$ cat config.mk
export PLATFORM = sky130hd
export DESIGN_NAME = seq_detect_prog
export DESIGN_NICKNAME = d
export VERILOG_FILES = /design/src/rtl/seq_detect_prog.sv
export SDC_FILE = /design/constraint.sdc
export NUM_CORES = 1
export LEC_CHECK = 0
export ABC_CLOCK_PERIOD_IN_PS = 3000
export CAP_MARGIN = 5
export CORE_AREA = 10 10 75 77
export DETAILED_ROUTE_END_ITERATION = 12
export DIE_AREA = 0 0 85 87
export PLACE_DENSITY = 0.66
export SYNTH_ARGS = -nofsm -noshare
export SYNTH_HDL_FRONTEND = slang
export SYNTH_SLANG_ARGS = --single-unit
$ cat constraint.sdc
create_clock -name clk -period 3 [get_ports clk]
set_clock_uncertainty 0.1 [all_clocks]
set_input_delay 0.6 -clock clk [delete_from_list [all_inputs] [get_ports clk]]
set_output_delay 0.6 -clock clk [all_outputs]
set_load 0.005 [all_outputs]
$ cat src/rtl/seq_detect_prog.sv
// Programmable serial sequence detector: runtime pattern (1..MAX_LEN bits),
// overlap mode and input qualifier; registered match pulse plus a
// saturating match counter.
module seq_detect_prog #(
  parameter int unsigned MAX_LEN = 8,
  parameter int unsigned LEN_W   = 4,
  parameter int unsigned CNT_W   = 8
) (
  input  logic               clk,
  input  logic               rst,
  input  logic               cfg_load,
  input  logic [MAX_LEN-1:0] pattern,
  input  logic [LEN_W-1:0]   pat_len,
  input  logic               overlap,
  input  logic               in_valid,
  input  logic               x,
  input  logic               clr_cnt,
  output logic               match,
  output logic [CNT_W-1:0]   match_cnt,
  output logic               armed,
  output logic               cfg_err
);

  typedef enum logic [1:0] {UNCFG, FILL, ARMED} state_t;

  state_t             state, state_n;
  logic [MAX_LEN-1:0] hist, hist_n, cfg_pat, mask;
  logic [LEN_W-1:0]   fill, fill_n, cfg_len;
  logic               cfg_ovl;
  logic               cfg_legal;
  logic               sample;
  logic               hit;
  logic               restart;

  // State register
  always_ff @(posedge clk) begin
    if (rst) state <= UNCFG;
    else     state <= state_n;
  end

  // Datapath look-ahead and hit detection (cfg_load steals the sample slot)
  always_comb begin
    cfg_legal = (pat_len != '0) && (pat_len <= LEN_W'(MAX_LEN));
    sample    = in_valid && !cfg_load && (state != UNCFG);
    hist_n    = {hist[MAX_LEN-2:0], x};
    fill_n    = (fill >= LEN_W'(MAX_LEN)) ? LEN_W'(MAX_LEN) : fill + LEN_W'(1);
    mask      = '0;
    for (int unsigned i = 0; i < MAX_LEN; i++) begin
      mask[i] = (LEN_W'(i) < cfg_len);
    end
    hit       = sample && (fill_n >= cfg_len) && ((hist_n & mask) == (cfg_pat & mask));
    restart   = hit && !cfg_ovl;
  end

  // Next-state logic
  always_comb begin
    state_n = state;
    if (cfg_load) begin
      state_n = cfg_legal ? FILL : UNCFG;
    end else if (sample) begin
      if (restart)                 state_n = FILL;
      else if (fill_n >= cfg_len)  state_n = ARMED;
      else                         state_n = FILL;
    end
  end

  // Config latch and shift history; an illegal load wipes the old config
  always_ff @(posedge clk) begin
    if (rst) begin
      hist    <= '0;
      fill    <= '0;
      cfg_pat <= '0;
      cfg_len <= '0;
      cfg_ovl <= 1'b0;
    end else if (cfg_load) begin
      hist    <= '0;
      fill    <= '0;
      cfg_pat <= cfg_legal ? pattern : '0;
      cfg_len <= cfg_legal ? pat_len : '0;
      cfg_ovl <= cfg_legal ? overlap : 1'b0;
    end else if (sample) begin
      hist    <= restart ? '0 : hist_n;
      fill    <= restart ? '0 : fill_n;
    end
  end

  // Registered outputs: match pulse, saturating counter, status flags
  always_ff @(posedge clk) begin
    if (rst) begin
      match     <= 1'b0;
      match_cnt <= '0;
      armed     <= 1'b0;
      cfg_err   <= 1'b0;
    end else begin
      match <= hit;
      armed <= (state_n != UNCFG);
      if (cfg_load) cfg_err <= !cfg_legal;
      if (clr_cnt)                      match_cnt <= '0;
      else if (hit && (match_cnt != '1)) match_cnt <= match_cnt + CNT_W'(1);
    end
  end

endmodule
Word-level counts from Yosys, hierarchy flattened:

Index checks and enable logic that the tools add are counted.

* flip-flop bits (word level): 37
* input port bits: 19
* output and inout port bits: 11
* word-level logic and storage cells: 53

* $add $sub $neg: 2
* $lt $le $gt $ge: 11
* eq/ne operators: 2
* muxes and demuxes: 11
* bitwise operators: 2
* reduce and logical (&&, ||, !) cells: 15

Operators by type and width (count)
* $and A8 B8 Y8: 2
* $lt A3 B4 Y1 const A: 4
* $mux W4: 3
* $add A8 B1 Y8 const B: 1
* $eq A8 B8 Y1: 1
* $lt A1 B4 Y1 const A: 2
* $lt A2 B4 Y1 const A: 2
* $mux W2: 4
* $mux W8: 1
* $ne A8 B8 Y1 const B: 1
* $logic_and A1 B1 Y1: 7
* $mux W7: 1
* $add A4 B1 Y4 const B: 1
* $ge A4 B4 Y1: 1
* $ge A4 B4 Y1 const B: 1
* $le A4 B4 Y1 const B: 1
* $reduce_bool A2 Y1: 2
* $reduce_bool A4 Y1: 1
* $reduce_or A2 Y1: 2
* $logic_not A1 Y1: 3
* $mux W1: 2

Depth between registers and ports, before layout:

Gate-level depths: netlist of run 1.

* word-level depth: 10
* gate-level depth with buffers: 11
* depth with buffers taken out: 10

Worst setup path before layout of run 1:

Ideal clock, no wire load.

* kind: register -> register
* start: reg fill[0]
* end: reg fill[1]
* library setup time: 117 ps
* arrival time: 2466 ps
* data required time: 2783 ps
* path slack: 318 ps
* cell stages (with the launch flop): 11
* buffers on the path: 1
* period minus slack after synthesis: 2682 ps
* cells stage by stage: dfxtp_1 > inv_1 > ha_1 > nor2b_1 > ha_1 > a2111oi_0 > nor4_1 > nand3_2 > o21ba_2 > clkbuf_1 > a22o_1

* longest elaborated chain between the ends: 7
* elaborated cells on any way between the ends: 8
* those cells by class: add/sub: 1; order compare: 2; mux: 2; reduce/logical: 3

Ends and longest elaborated chain
* start: declaration: RTL line 28 `logic [LEN_W-1:0] fill, fill_n, cfg_len;`
* start signal: assignment: RTL line 83 `fill <= restart ? '0 : fill_n;`
* $add A4 B1 Y4 or $ge A4 B4 Y1 (tied branches): RTL line 46 `fill_n = (fill >= LEN_W'(MAX_LEN)) ? LEN_W'(MAX_LEN) : fill + LEN_W'(1);`
* $mux W4 (*): RTL line 46
* $ge A4 B4 Y1: RTL line 51 `hit = sample && (fill_n >= cfg_len) && ((hist_n & mask) == (cfg_pat & mask));`
* $logic_and A1 B1 Y1 (2 in series): RTL line 51
* $logic_and A1 B1 Y1: RTL line 52 `restart = hit && !cfg_ovl;`
* $mux W4 (*): RTL line 83

Every way passes the cells marked *; elsewhere a longest branch is shown, timed or not.
A chain may end at the register's enable or synchronous reset.

Final worst setup path of run 1:

* start: reg fill[0]
* end: reg match_cnt[4]

* longest elaborated chain between the ends: 6
* elaborated cells on any way between the ends: 7
* those cells by class: add/sub: 1; order compare: 2; mux: 1; reduce/logical: 3

Ends and longest elaborated chain
* $add A4 B1 Y4 or $ge A4 B4 Y1 (tied branches): RTL line 46
* $mux W4 (*): RTL line 46
* $ge A4 B4 Y1 (*): RTL line 51
* $logic_and A1 B1 Y1 (*) (2 in series): RTL line 51
* $logic_and A1 B1 Y1 (*): RTL line 99 `else if (hit && (match_cnt != '1)) match_cnt <= match_cnt + CNT_W'(1);`
* end signal: assignment: RTL line 99
* end: declaration: RTL line 19 `output logic [CNT_W-1:0] match_cnt,`

Marks and branches as above.

==> run summary, run 1 <==
Flop pwr share - 52.0%
Antenna viol nets, final - 0
Max Cap Viol - 0
Crit path max fanout - 9
Final hold vios - 0
Num ports - 30
First-pass GRT wire length - 6.389 mm
Setup TNS - 0 ns
FFs w/ async S/R, synth - 0%
Sw Pwr - 223.8 uW
Combinational family with the most area after synthesis - compound AO/OA/AOI/OAI gates
Htree depth - 2
Port Buffers - 29
Worst slew pin tran - 1.100 ns
Mapped Area - 1663 um^2
Via Count - 1364
Vias per cell - 5.186
Worst hold margin - 0.3975 ns
Adder-cell share of the synthesized area - 5.944%
Layout cell share with drive strength beyond 1 - 11.85%
RSZ-0062 raised after global routing - no
Finished Cell Area - 2136 um^2
Worst IR Drop VDD - 0.2130 mV
Post-CTS Hold Buffers - 0
Starting density of the core - 39.27%
CTS Buf Count - 5
Clock Latency Late Sink - 0.29 ns
Die Height - 87 um
Hold crit path type - reg -> reg
Max clock buf depth - 2
Leakage - 0.0007729 uW
Number of synthesized register bits - 37
Distinct cells, synth - 44
Comb power frac - 9.3%
CORE AREA - 4234 um^2
First-pass DRT Iterations - 4
Total gr overflow - 0
Synth Area per Inst - 9.502 um^2
Worst slew margin - 26.12%
WS Path Type - reg -> reg
Die X - 85 um
Num rows - 24
Top cell family by delay on the critical path - simple AND/OR/NAND/NOR gates
Clock Root Buffer - clkbuf_8
CP max stage delay - 0.55 ns
1st-iter DRT viols - 89
Wirelength per Cell - 13.81 um
Tmin final - 2.679 ns
DRC - 0
Run status - complete, no violations
Slowest cell on crit path - or4_1
Type of destination of the critical path - register
Pwr Density - 461.2 nW/um^2
WP data required - 3.12 ns
Worst Setup Start Kind - register
Initial antenna violation count - 0
XOR/XNOR Fraction of Synth Area - 5.794%
Compound-cell area share of the yosys netlist - 24.38%
Sequential area share after synthesis - 44.54%
Synth Flop Type - dfxtp_1
CTS tree - built
Switch share - 22.72%
Clk pwr share - 38.7%
Post-CTS setup buffer count - 0
Total Wirelength - 3.633 mm
P_int - 761.3 uW
Gpl congestion - 0.8335
CP Cell Sequence - ha_1 > xnor2_1 > nor2_1 > ha_1 > o21a_1 > nor2_1 > nor4_1 > buf_4 > nand3_2 > or4_1 > a21oi_1
Synth Warn # - 0
Clk slew on worst S/H paths - 0.07 ns
DP HPWL - 2.730 mm
WP data arrival - 2.80 ns
Syn nets - 201
Vias in the first global route - 1428
Number of synthesized flops with an enable pin - 0
Nets@finish - 236
Period utilization - 89.30%
Syn-to-layout area delta - 28.44%
Mapped Cells - 175
Antenna cells - 0
Max Fclk - 373.3 MHz
Simple-Gate Fraction of Synth Area - 15.95%
Total track usage - 10.50%
Setup violations, final - 0
Max Slew Vio Count - 0
Placed instance area - 2026 um^2
Filler cells - 400
Mux contribution to synthesized area - 0%
Die area - 7395 um^2
Largest net degree at the start of global routing - 15
Crit path buffers/inverters - 1
CTS sink cnt - 37
==> routing by layer <==
metal	GRT usage (%)	vias up	wire length, um
met1	12.07	622	1775
met5	0	-	0
met3	3.090	4	130
li1	-	716	-
met2	17.03	22	1661
met4	5.838	0	65
==> state kept, by name, summed over array words and instances, names as in the netlist <==
name       cells
match          1
fill           4
match_cnt      8
cfg_pat        8
state          2
hist           7
cfg_len        4
cfg_err        1
armed          1
cfg_ovl        1
==> power by group through the flow <==
stage,Sequential (uW),Clock (uW),Combinational [uW]
after CTS,512,394,91.9
after global routing,515,409,103
final,512,381,91.7
after floorplan,522,0,48.6
after global placement,524,0,90.2
after detailed placement,524,0,91.5
==> logic make-up (layout without fill, tap and decap cells) <==
| group | after synthesis | after routing |
|---|---|---|
| simple gates | 52 | 52 |
| xor+xnor | 11 | 11 |
| fa+ha+maj | 8 | 8 |
| compound gates | 54 | 54 |
| flops | 37 | 37 |
| buf+inv | 13 | 49 |
==> what timing repair did <==
item / CTS / global route
gates resized for setup: 0 / 1
hold endpoints to repair: 0 / 0
setup endpoints to repair: 0 / 3
==> synthesized netlist by cell type, drive strengths merged, types with 2 or more instances <==
library cell,number,area [um^2]
o31ai,4,30.03
inv,7,26.28
or3,2,13.77
nand2,13,48.80
dfxtp,37,740.7
or4,3,22.52
ha,7,87.58
buf,2,15.01
a21oi,11,55.05
nor3,3,20.02
nand3,4,25.02
nor2,17,63.81
o21ai,5,25.02
clkbuf,4,15.01
xnor2,9,78.83
a211oi,2,15.01
xor2,2,17.52
or2,3,18.77
a22o,21,185.2
o22ai,2,18.77
nand4,2,18.77
==> layout make-up <==
class                   count  area (um^2)  share of cell area [%]
multi-input cells         125        874.6                   40.95
flip-flops and latches     37        740.7                   34.68
repair buffers             34        327.8                   15.35
clock buffers               7        96.34                   4.511
well taps                  52        65.06                   3.046
inverters                   7        26.28                   1.230
clock inverters             1        5.005                  0.2343
==> cells in the final DEF (no fill, tap or decap), types with 2 or more instances in the layout <==
cell             count
a22o_1              20
nor2_1              17
nand2_1             13
or4_1                3
inv_1                7
nand3_1              3
buf_4                5
clkdlybuf4s50_1     29
clkbuf_8             7
dfxtp_1             37
xor2_1               2
xnor2_1              9
a21oi_1             11
ha_1                 7
or2_2                2
nor3_1               2
o31ai_1              4
a211oi_1             2
o21ai_0              5
==> path summary, 6_finish.rpt <==
path,slack [ns],start,depth (start not counted),to
worst max-delay path,0.32,fill[0]$_SDFFE_PP0P_,11,match_cnt[4]$_SDFFE_PP0P_
worst min-delay path,0.40,match_cnt[5]$_SDFFE_PP0P_,2,match_cnt[5]$_SDFFE_PP0P_
worst max register to register,0.32,fill[0]$_SDFFE_PP0P_,11,match_cnt[4]$_SDFFE_PP0P_
worst min register to register,0.40,match_cnt[5]$_SDFFE_PP0P_,2,match_cnt[5]$_SDFFE_PP0P_
==> metrics by stage <==
step | instances | setup slack [ns] | power [uW] | utilization (%)
2_1_floorplan | 175 | 0.3176 | 570.2 | -
3_3_place_gp | 255 | 0.2354 | 614.1 | 47.84
3_5_place_dp | 255 | 0.2073 | 615.4 | 47.84
4_1_cts | 263 | 0.2695 | 998.8 | 50.24
5_1_grt | 263 | 0.01054 | 1026 | 50.44
6_report | 263 | 0.3209 | 985.1 | 50.44
==> worst min-delay path: stages, from the launching register on <==
cell and delay (ns):
dfxtp_1 0.33, o31ai_1 0.07, a21oi_1 0.05
(Power assumes the default switching activity.)
==> run 2, diff against run 1 <==
- CORE_AREA: 10 10 75 77 -> 10 10 86 88
- DIE_AREA: 0 0 85 87 -> 0 0 96 98
- PLACE_DENSITY: 0.66 -> 0.51
- SETUP_SLACK_MARGIN: unset -> 0.5
==> run summary, run 2 (synthesis gave the netlist of run 1 again) <==
Top flop regs - cfg_pat: 8 flops, match_cnt: 8 flops, hist: 7 flops
Run status - complete, no violations
Antenna cells - 0
DRC - 0
Clk slew on worst S/H paths - 0.07 ns
CTS Buf Count - 5
1st-iter DRT viols - 69
Max Fclk - 388.3 MHz
Gpl congestion - 0.7928
Type of destination of the critical path - register
Setup violations, final - 0
Antenna viol nets, final - 0
Final hold vios - 0
Max clock buf depth - 2
Num rows - 28
Vias per cell - 4.799
Die Height - 98 um
Max Slew Vio Count - 0
Total track usage - 8.799%
Placed instance area - 2061 um^2
Initial antenna violation count - 0
First-pass DRT Iterations - 4
Starting density of the core - 28.94%
CTS tree - built
Most frequent cells in the layout - dfxtp_1, clkdlybuf4s50_1, a22o_1
Die X - 96 um
Hold crit path type - reg -> reg
Worst slew pin tran - 0.3287 ns
Total gr overflow - 0
Crit path max fanout - 5
Layout cell share with drive strength beyond 1 - 20.18%
Die area - 9408 um^2
Worst IR Drop VDD - 0.1897 mV
CTS sink cnt - 37
Syn-to-layout area delta - 41.01%
DP HPWL - 2.946 mm
WP data required - 3.12 ns
Period utilization - 85.84%
Worst Setup Start Kind - register
Vias in the first global route - 1376
Clock Latency Late Sink - 0.29 ns
Finished Cell Area - 2345 um^2
Worst slew margin - 78.01%
First-pass GRT wire length - 6.589 mm
CORE AREA - 5746 um^2
Wirelength per Cell - 13.68 um
Commonest non-fill, non-tap cell in the layout - dfxtp_1
Clock Root Buffer - clkbuf_8
Nets@finish - 243
Total Wirelength - 4.007 mm
Leakage - 0.0008179 uW
WS Path Type - reg -> reg
Max Cap Viol - 0
Post-CTS Hold Buffers - 0
Via Count - 1406
Tmin final - 2.575 ns
Num ports - 30
WP data arrival - 2.70 ns
Port Buffers - 29
RSZ-0062 raised after global routing - yes
Total power - 1060 uW
Htree depth - 2
Pwr Density - 452.0 nW/um^2
Setup TNS - 0 ns
Largest net degree at the start of global routing - 15
-- run 2: layer usage --
| metal | track usage [%] | part of all wire (%) | vias up |
|---|---|---|---|
| met3 | 3.216 | 4.9 | 7 |
| met1 | 11.52 | 48 | 659 |
| met4 | 4.427 | 2.0 | 0 |
| met2 | 12.22 | 45 | 19 |
| li1 | - | - | 721 |
| met5 | 0 | 0 | - |
-- run 2: area by class of cell --
cell class	count	area, um^2
clock buffer	7	86.33
tap	75	93.84
timing repair buffer	41	387.9
inverter	7	26.28
sequential	37	745.7
multi-input combinational	125	974.7
fill	606	3401
clock inverter	1	30.03
-- run 2: per-stage QoR --
stage / setup slack, ns / utilization (%) / cells / hold slack, ns
2_1_floorplan: 0.5021 / - / 175 / 0.3539
3_3_place_gp: 0.2442 / 35.87 / 278 / 0.3688
3_5_place_dp: 0.2181 / 35.87 / 278 / 0.3806
4_1_cts: 0.4825 / 38.55 / 288 / 0.3894
5_1_grt: 0.3456 / 40.81 / 293 / 0.4241
6_report: 0.4249 / 40.81 / 293 / 0.3895
-- run 2: what timing repair did --
action,CTS,global route
endpoints found under the setup margin,15,18
gates resized for setup,7,16
setup buffers,2,5
pin swaps,9,12
-- run 2: path summary, 6_finish.rpt --
path | slack (ns) | cells after the start | from | end
worst max-delay path | 0.42 | 10 | fill[0]$_SDFFE_PP0P_ | match_cnt[5]$_SDFFE_PP0P_
worst min-delay path | 0.39 | 2 | state[1]$_SDFF_PP0_ | state[1]$_SDFF_PP0_
worst max register to register | 0.42 | 10 | fill[0]$_SDFFE_PP0P_ | match_cnt[5]$_SDFFE_PP0P_
worst min register to register | 0.39 | 2 | state[1]$_SDFF_PP0_ | state[1]$_SDFF_PP0_
-- run 2: critical path, stage by stage, from the launching register on --
cell and delay (ns):
dfxtp_4 0.36, ha_4 0.16, xnor2_2 0.13, nor2_2 0.07, ha_4 0.26, o21a_1 0.11, nor2_2 0.05, nor4_4 0.34
nand4_2 0.21, or4_4 0.56, a21oi_2 0.15
-- run 2: power by group --
group          internal, uW  switching [uW]  total, uW
registers               502            10.1        512
clock network           271             176        447
logic                  57.0            43.5        100
==> run 3, diff against run 2 <==
--- a/config.mk
+++ b/config.mk
@@ -8,3 +8,2 @@
 export ABC_CLOCK_PERIOD_IN_PS = 3000
-export CAP_MARGIN = 5
 export CORE_AREA = 10 10 86 88
==> constraint.sdc (replaced) <==
create_clock -name clk -period 3 [get_ports clk]
set_clock_uncertainty 0.1 [all_clocks]
set_input_delay 0.75 -clock clk [delete_from_list [all_inputs] [get_ports clk]]
set_output_delay 0.75 -clock clk [all_outputs]
set_load 0.005 [all_outputs]
==> run summary, run 3 (synthesis gave the netlist of run 1 again) <==
Clock Latency Late Sink - 0.29 ns
Pwr Density - 457.3 nW/um^2
Worst Setup Start Kind - primary input
Worst hold margin - 0.3905 ns
Hold crit path type - reg -> reg
Total track usage - 9.196%
Layout cell share with drive strength beyond 1 - 20.09%
Nets@finish - 244
Run status - complete, no violations
Port Buffers - 29
CTS Buf Count - 5
Beginning of the worst hold path - state[1]$_SDFF_PP0_
Leakage - 0.0008098 uW
Vias in the first global route - 1455
Setup TNS - 0 ns
Max clock buf depth - 2
RSZ-0062 raised after global routing - yes
Placed Instances - 281
Reg2reg start - fill[0]$_SDFFE_PP0P_
Post-CTS Hold Buffers - 0
Crit path max fanout - 6
1st-iter DRT viols - 77
Clk slew on worst S/H paths - 0.07 ns
Type of destination of the critical path - register
Worst slew pin tran - 0.3150 ns
Vias per cell - 4.854
Worst slew margin - 78.88%
Worst r2r path cells - 10
Fin cells - 294
CORE AREA - 5746 um^2
Cells on Worst Hold Path - 2
DP HPWL - 2.976 mm
Die X - 96 um
Die area - 9408 um^2
First-pass GRT wire length - 6.920 mm
Slowest cell on crit path - or4_1
Most frequent cells in the layout - dfxtp_1, clkdlybuf4s50_1, a22o_1
Clock Root Buffer - clkbuf_8
Commonest non-fill, non-tap cell in the layout - dfxtp_1
Via Count - 1427
Syn-to-layout area delta - 39.50%
Antenna viol nets, final - 0
Top flop regs - cfg_pat: 8 flops, match_cnt: 8 flops, hist: 7 flops
Htree depth - 2
Num rows - 28
Max Cap Viol - 0
WP data required - 3.12 ns
Die Height - 98 um
Setup violations, final - 0
First-pass DRT Iterations - 4
Hold EP - state[1]$_SDFF_PP0_
Gpl congestion - 0.8084
Num ports - 30
Total Wirelength - 4.052 mm
Max Slew Vio Count - 0
CTS tree - built
Largest net degree at the start of global routing - 15
CP max stage delay - 0.45 ns
Utilization after layout - 40.37%
WP data arrival - 2.66 ns
Starting density of the core - 28.94%
R2r setup slk - 0.48 ns
WS Path Type - in -> reg
Initial antenna violation count - 0
CTS sink cnt - 37
Worst IR Drop VDD - 0.1754 mV
Period utilization - 84.50%
Total gr overflow - 0
Antenna cells - 0
Filler cells - 620
Tmin final - 2.535 ns
Final hold vios - 0
Fin worst setup slack - 0.4650 ns
CP Cell Sequence - clkdlybuf4s50_1 > xor2_1 > maj3_2 > o22ai_4 > nand4_2 > or4_1 > a21oi_1
DRC - 0
Wirelength per Cell - 13.78 um
Place WS - 0.09688 ns
Max Fclk - 394.5 MHz
R2R Path End - match_cnt[7]$_SDFFE_PP0P_
run 3: cell count changes in the layout (fill, tap and decap cells not counted), sizes merged:
| cell | previous run | this run |
|---|---|---|
| buf | 12 | 13 |
run 3: how the worst max path moves through the flow:
stage	endpoint	depth (start not counted)	start
final	match_cnt[7]$_SDFFE_PP0P_	7	x
after global routing	match_cnt[4]$_SDFFE_PP0P_	10	fill[0]$_SDFFE_PP0P_
after floorplan	fill[1]$_SDFFE_PP0P_	11	fill[0]$_SDFFE_PP0P_
after detailed placement	match_cnt[4]$_SDFFE_PP0P_	7	x
after global placement	match_cnt[4]$_SDFFE_PP0P_	7	x
after CTS	match_cnt[7]$_SDFFE_PP0P_	7	x
run 3: metrics by stage:
step	cell area [um^2]	power [uW]
after floorplan	1669	571.0
after global placement	2083	618.7
after detailed placement	2083	618.7
after CTS	2243	1066
after global routing	2320	1107
final	2320	1061
run 3: layout make-up:
class / count / area, um^2 / share of cell area, %
timing repair buffer: 42 / 387.9 / 16.72
clock buffer: 7 / 86.33 / 3.722
multi-input combinational: 125 / 948.4 / 40.88
tap: 75 / 93.84 / 4.045
inverter: 7 / 26.28 / 1.133
sequential: 37 / 747.0 / 32.20
clock inverter: 1 / 30.03 / 1.295
run 3: metal layers:
layer  share of wire, %  global-route usage [%]  wire [um]  up-vias
li1                   -                       -          -      729
met1                 50                   12.01       2010      668
met2                 45                   13.31       1808       22
met3                3.9                   2.986        157        8
met4                1.9                   4.086         76        0
met5                  0                       0          0        -
run 3: worst max-delay path: cells and delay by family:
family / cells / cell delay [ns]
buf+inv: 1 / 0.44
xor+xnor: 1 / 0.20
compound gates: 2 / 0.30
fa+ha+maj: 1 / 0.33
simple gates: 2 / 0.64
run 3: timing repair:
action,in CTS,in global routing
buffers inserted,1,4
resized for setup,9,9
endpoints found under the setup margin,15,18
pin swaps,9,2
run 3: report_power, final:
part,internal [uW],switching [uW],total [uW]
Combinational,57.9,45.1,103
Sequential,502,10.3,512
Clock,271,175,446
Total,831,230,1060
